File: src/rtl/reg_file.sv
// 32 x DATA_W general-purpose register file: two combinational read ports, one synchronous write port.
// Optional write-to-read forwarding is enabled by defining REGFILE_BYPASS_EN.
module reg_file #(
    parameter int unsigned DATA_W = 32,
    parameter int unsigned ADDR_W = 5
) (
    input  logic              clk,
    input  logic              rst_n,
    input  logic [ADDR_W-1:0] A1,
    input  logic [ADDR_W-1:0] A2,
    input  logic [ADDR_W-1:0] WriteReg,
    input  logic [DATA_W-1:0] WD,
    input  logic              RorW,
    output logic [DATA_W-1:0] RD1,
    output logic [DATA_W-1:0] RD2
);

    localparam int unsigned NREG = 2 ** ADDR_W;

    logic [DATA_W-1:0] regs [0:NREG-1];
    logic              wr_en;

    assign wr_en = RorW && (WriteReg != '0);

    always_ff @(posedge clk) begin
        if (!rst_n) begin
            for (int unsigned i = 0; i < NREG; i++) begin
                regs[i[ADDR_W-1:0]] <= '0;
            end
        end else if (wr_en) begin
            regs[WriteReg] <= WD;
        end
    end

    // r0 is forced to zero on the read side, so its storage never matters.
    always_comb begin
        RD1 = (A1 == '0) ? '0 : regs[A1];
        RD2 = (A2 == '0) ? '0 : regs[A2];
`ifdef REGFILE_BYPASS_EN
        if (rst_n && wr_en && (A1 == WriteReg)) RD1 = WD;
        if (rst_n && wr_en && (A2 == WriteReg)) RD2 = WD;
`endif
    end

endmodule

File: config.mk
export PLATFORM = sky130hd
export DESIGN_NAME = reg_file
export DESIGN_NICKNAME = d
export VERILOG_FILES = /design/src/rtl/reg_file.sv
export SDC_FILE = /design/constraint.sdc
export NUM_CORES = 2
export LEC_CHECK = 0
export BUFFER_PORTS_ARGS = -buffer_cell sky130_fd_sc_hd__buf_2
export CELL_PAD_IN_SITES_DETAIL_PLACEMENT = 1
export CELL_PAD_IN_SITES_GLOBAL_PLACEMENT = 2
export CORE_MARGIN = 1
export CORE_UTILIZATION = 41
export CTS_CLUSTER_SIZE = 14
export DETAILED_ROUTE_END_ITERATION = 8
export PLACE_DENSITY = 0.71
export REMOVE_ABC_BUFFERS = 1
export SYNTH_ARGS = -nofsm -noshare
export SYNTH_HDL_FRONTEND = slang
export SYNTH_SLANG_ARGS = --single-unit
File: constraint.sdc
create_clock -name clk -period 12.8 [get_ports clk]
set_clock_uncertainty 0.2 [all_clocks]
set_input_delay 2.56 -clock clk [delete_from_list [all_inputs] [get_ports clk]]
set_output_delay 2.56 -clock clk [all_outputs]
set_load 0.02 [all_outputs]
==> impl_metrics.ini <==
[finish]
finalInstanceArea_um2 = 60700
stdcell_count = 5351
regMostFlops = regs
post-route-util_pct = 46.2
synthToLayoutAreaGrowth_pct = 11.9
largest_reg_flops = 1024
nets = 3547
reg.largest.list = regs: 1024 flops
layout-drive-gt1-share_pct = 27.3

[sta]
timing.hold.ws_ns = 2.28
period_minus_slack_ns = 9.05
max_clock_freq_mhz = 111
setup-tns-final_ns = 0
fin_ws_ns = 3.75
setup_violations = 0
worst_slew_pin_slew_ns = 1.52
grt_setup_unrepaired = no
fin_crit_sh_pct = 70.7
relSlewSlack_pct = -4.19
slew_viol_final = 2
hold_viol = 0

[detailed_routing]
drtPass1Iterations = 5
routedWlPerCell_um = 37.5
wl_met2_mm = 95.4
vias = 34900
topRoutingLayerUsed = met5
wl_met3_mm = 19.3
drtIter0Drc = 4727
drt_wl_total_mm = 201
viasPerCell = 6.51
ant_nets = 0
wl_met1_mm = 78.8
drc = 0

[worst_hold_path]
hold_end = regs[24][7]$_SDFFCE_PN0P_
whs_path_depth = 2
worst_hold_path_type = in2reg
min_from = WD[7]

[power]
fin_total_pwr_mw = 8.35
leakage_nw = 20.6
power_density_nw_per_um2 = 138
ir_drop_uv = 90.2

[clock_network]
htreeDepth = 3
numCtsBuffers = 114
clk_pin_slew_ns = 0.06
cts_tree = built
post-cts-setup-buffer-count = 0
cts_sinks = 1024
clockRootBuffer = clkbuf_16
cts_resized = 0
clockBufferDepth = 3
hold_buffers = 0

[floorplanning]
die_h_um = 366
core-area_um2 = 131000
io_pins = 114
fp.dieArea_um2 = 134000
die_w_um = 366
initial_core_util_pct = 41.3
rows = 133

[logic_synthesis]
netlist_area_um2 = 54200
synth_area_per_cell_um2 = 15.4
async_flop_share_pct = 0
synth_top_area_cell = edfxtp_1
synth.yosys.seq_area_share_pct = 56.7
synth-seq-cells = 1024
synth_ff_type = edfxtp_1
synth_top_area_share_pct = 56.7
synth_edf_count = 1024
yosys_warnings = 0
synthCells = 3509
yosys-top-cells-area = edfxtp_1 57%, mux4_2 20%, and2_1 11%
synth_cell_types = 41

[global_route]
grt_use_total_pct = 30.2
grt-ovfl-total = 0
grt_pass1_wl_mm = 280
antenna_found_initial = 25
first_global_vias = 36800
grt_max_degree = 106

[status]
status = finished with violations
violations = max-capacitance violations, max-slew violations

[place]
pre_cts_ws_ns = 3.78
dp_cells = 5136
io_buffers = 113
dp_hpwl_mm = 113
dpl_cell_area_um2 = 56900
globalplace.congestion = 0.824

[setup_path]
worst-endpoint-arrival_ns = 6.29
critPathLaunchType = input port
crit_required_ns = 10.04
cp-end-kind = output pin
critPathMaxFanout = 53
criticalPathCategory = in2out

[flow_run]
timing.max_cap.violations = 1
## cell type report
class                      count  area (um2)
clock buffer                 134        2990
sequential                  1024       30700
fill                       12500       70600
timing repair buffer         229        1560
tap                         1755        2200
multi-input combinational   2126       22400
inverter                       2        7.51
antenna                        6        15.0
clock inverter                75         751
## worst max-delay path: stages
cell	delay (ns)
buf_8	0.48
buf_4	0.67
mux4_2	0.59
a22o_1	0.29
a2111oi_0	0.98
nor3_1	0.35
buf_2	0.27
## worst max-delay path by stage
stage | from | end | slack, ns | cells past startpoint
2_1_floorplan | A1[4] | RD1[13] | 4.07 | 3
3_3_place_gp | A2[0] | RD2[7] | 3.81 | 7
3_5_place_dp | A2[0] | RD2[7] | 3.78 | 7
4_1_cts | A2[0] | RD2[7] | 3.77 | 7
5_1_grt | A2[0] | RD2[7] | 3.61 | 7
6_report | A2[0] | RD2[7] | 3.75 | 7
## power by group
group	switching [mW]	total, mW	internal (mW)	leakage, nW
clock	1.41	3.35	1.94	1.81
combinational	0.622	1.02	0.396	9.02
sequential	0.106	3.98	3.88	9.75
## synth_stat cells (all sizes together), types with 6 or more instances
cell / count
a22oi: 18
a211oi: 34
nor2: 36
o221ai: 27
nand2: 9
nor4: 8
a2111oi: 29
nor3: 54
clkbuf: 275
a21oi: 10
edfxtp: 1024
buf: 113
nor2b: 15
mux2i: 154
o22ai: 79
mux4: 470
and2: 996
a22o: 51
nand2b: 6
o21ai: 33
mux2: 30
## cell families (layout without fill, tap and decap cells)
group	count (synthesis)	after routing	synth area share, %
AND/OR/NAND/NOR	1149	1149	13.0
flip-flops	1024	1024	56.7
multiplexers	654	654	23.0
buffers and inverters	390	440	3.33
AO/OA/AOI/OAI	291	291	3.96
other	1	38	0.00692
## layout by cell type, fill, tap and decap left out, drive strengths merged, types with 29 or more instances in the layout
cell	synthesis	final
buf	113	229
edfxtp	1024	1024
a22o	51	51
o21ai	33	33
a2111oi	29	29
nor2	36	36
and2	996	996
mux4	470	470
a211oi	34	34
mux2i	154	154
conb	1	32
o22ai	79	79
mux2	30	30
clkbuf	275	134
clkinv	0	47
nor3	54	54
## routing by layer
layer  vias to the layer above  track usage [%]
li1                      13600                -
met5                         -                0
met3                       421             5.60
met4                        10             10.9
met2                      2052             48.7
met1                     18800             40.8
(Power assumes the default switching activity.)
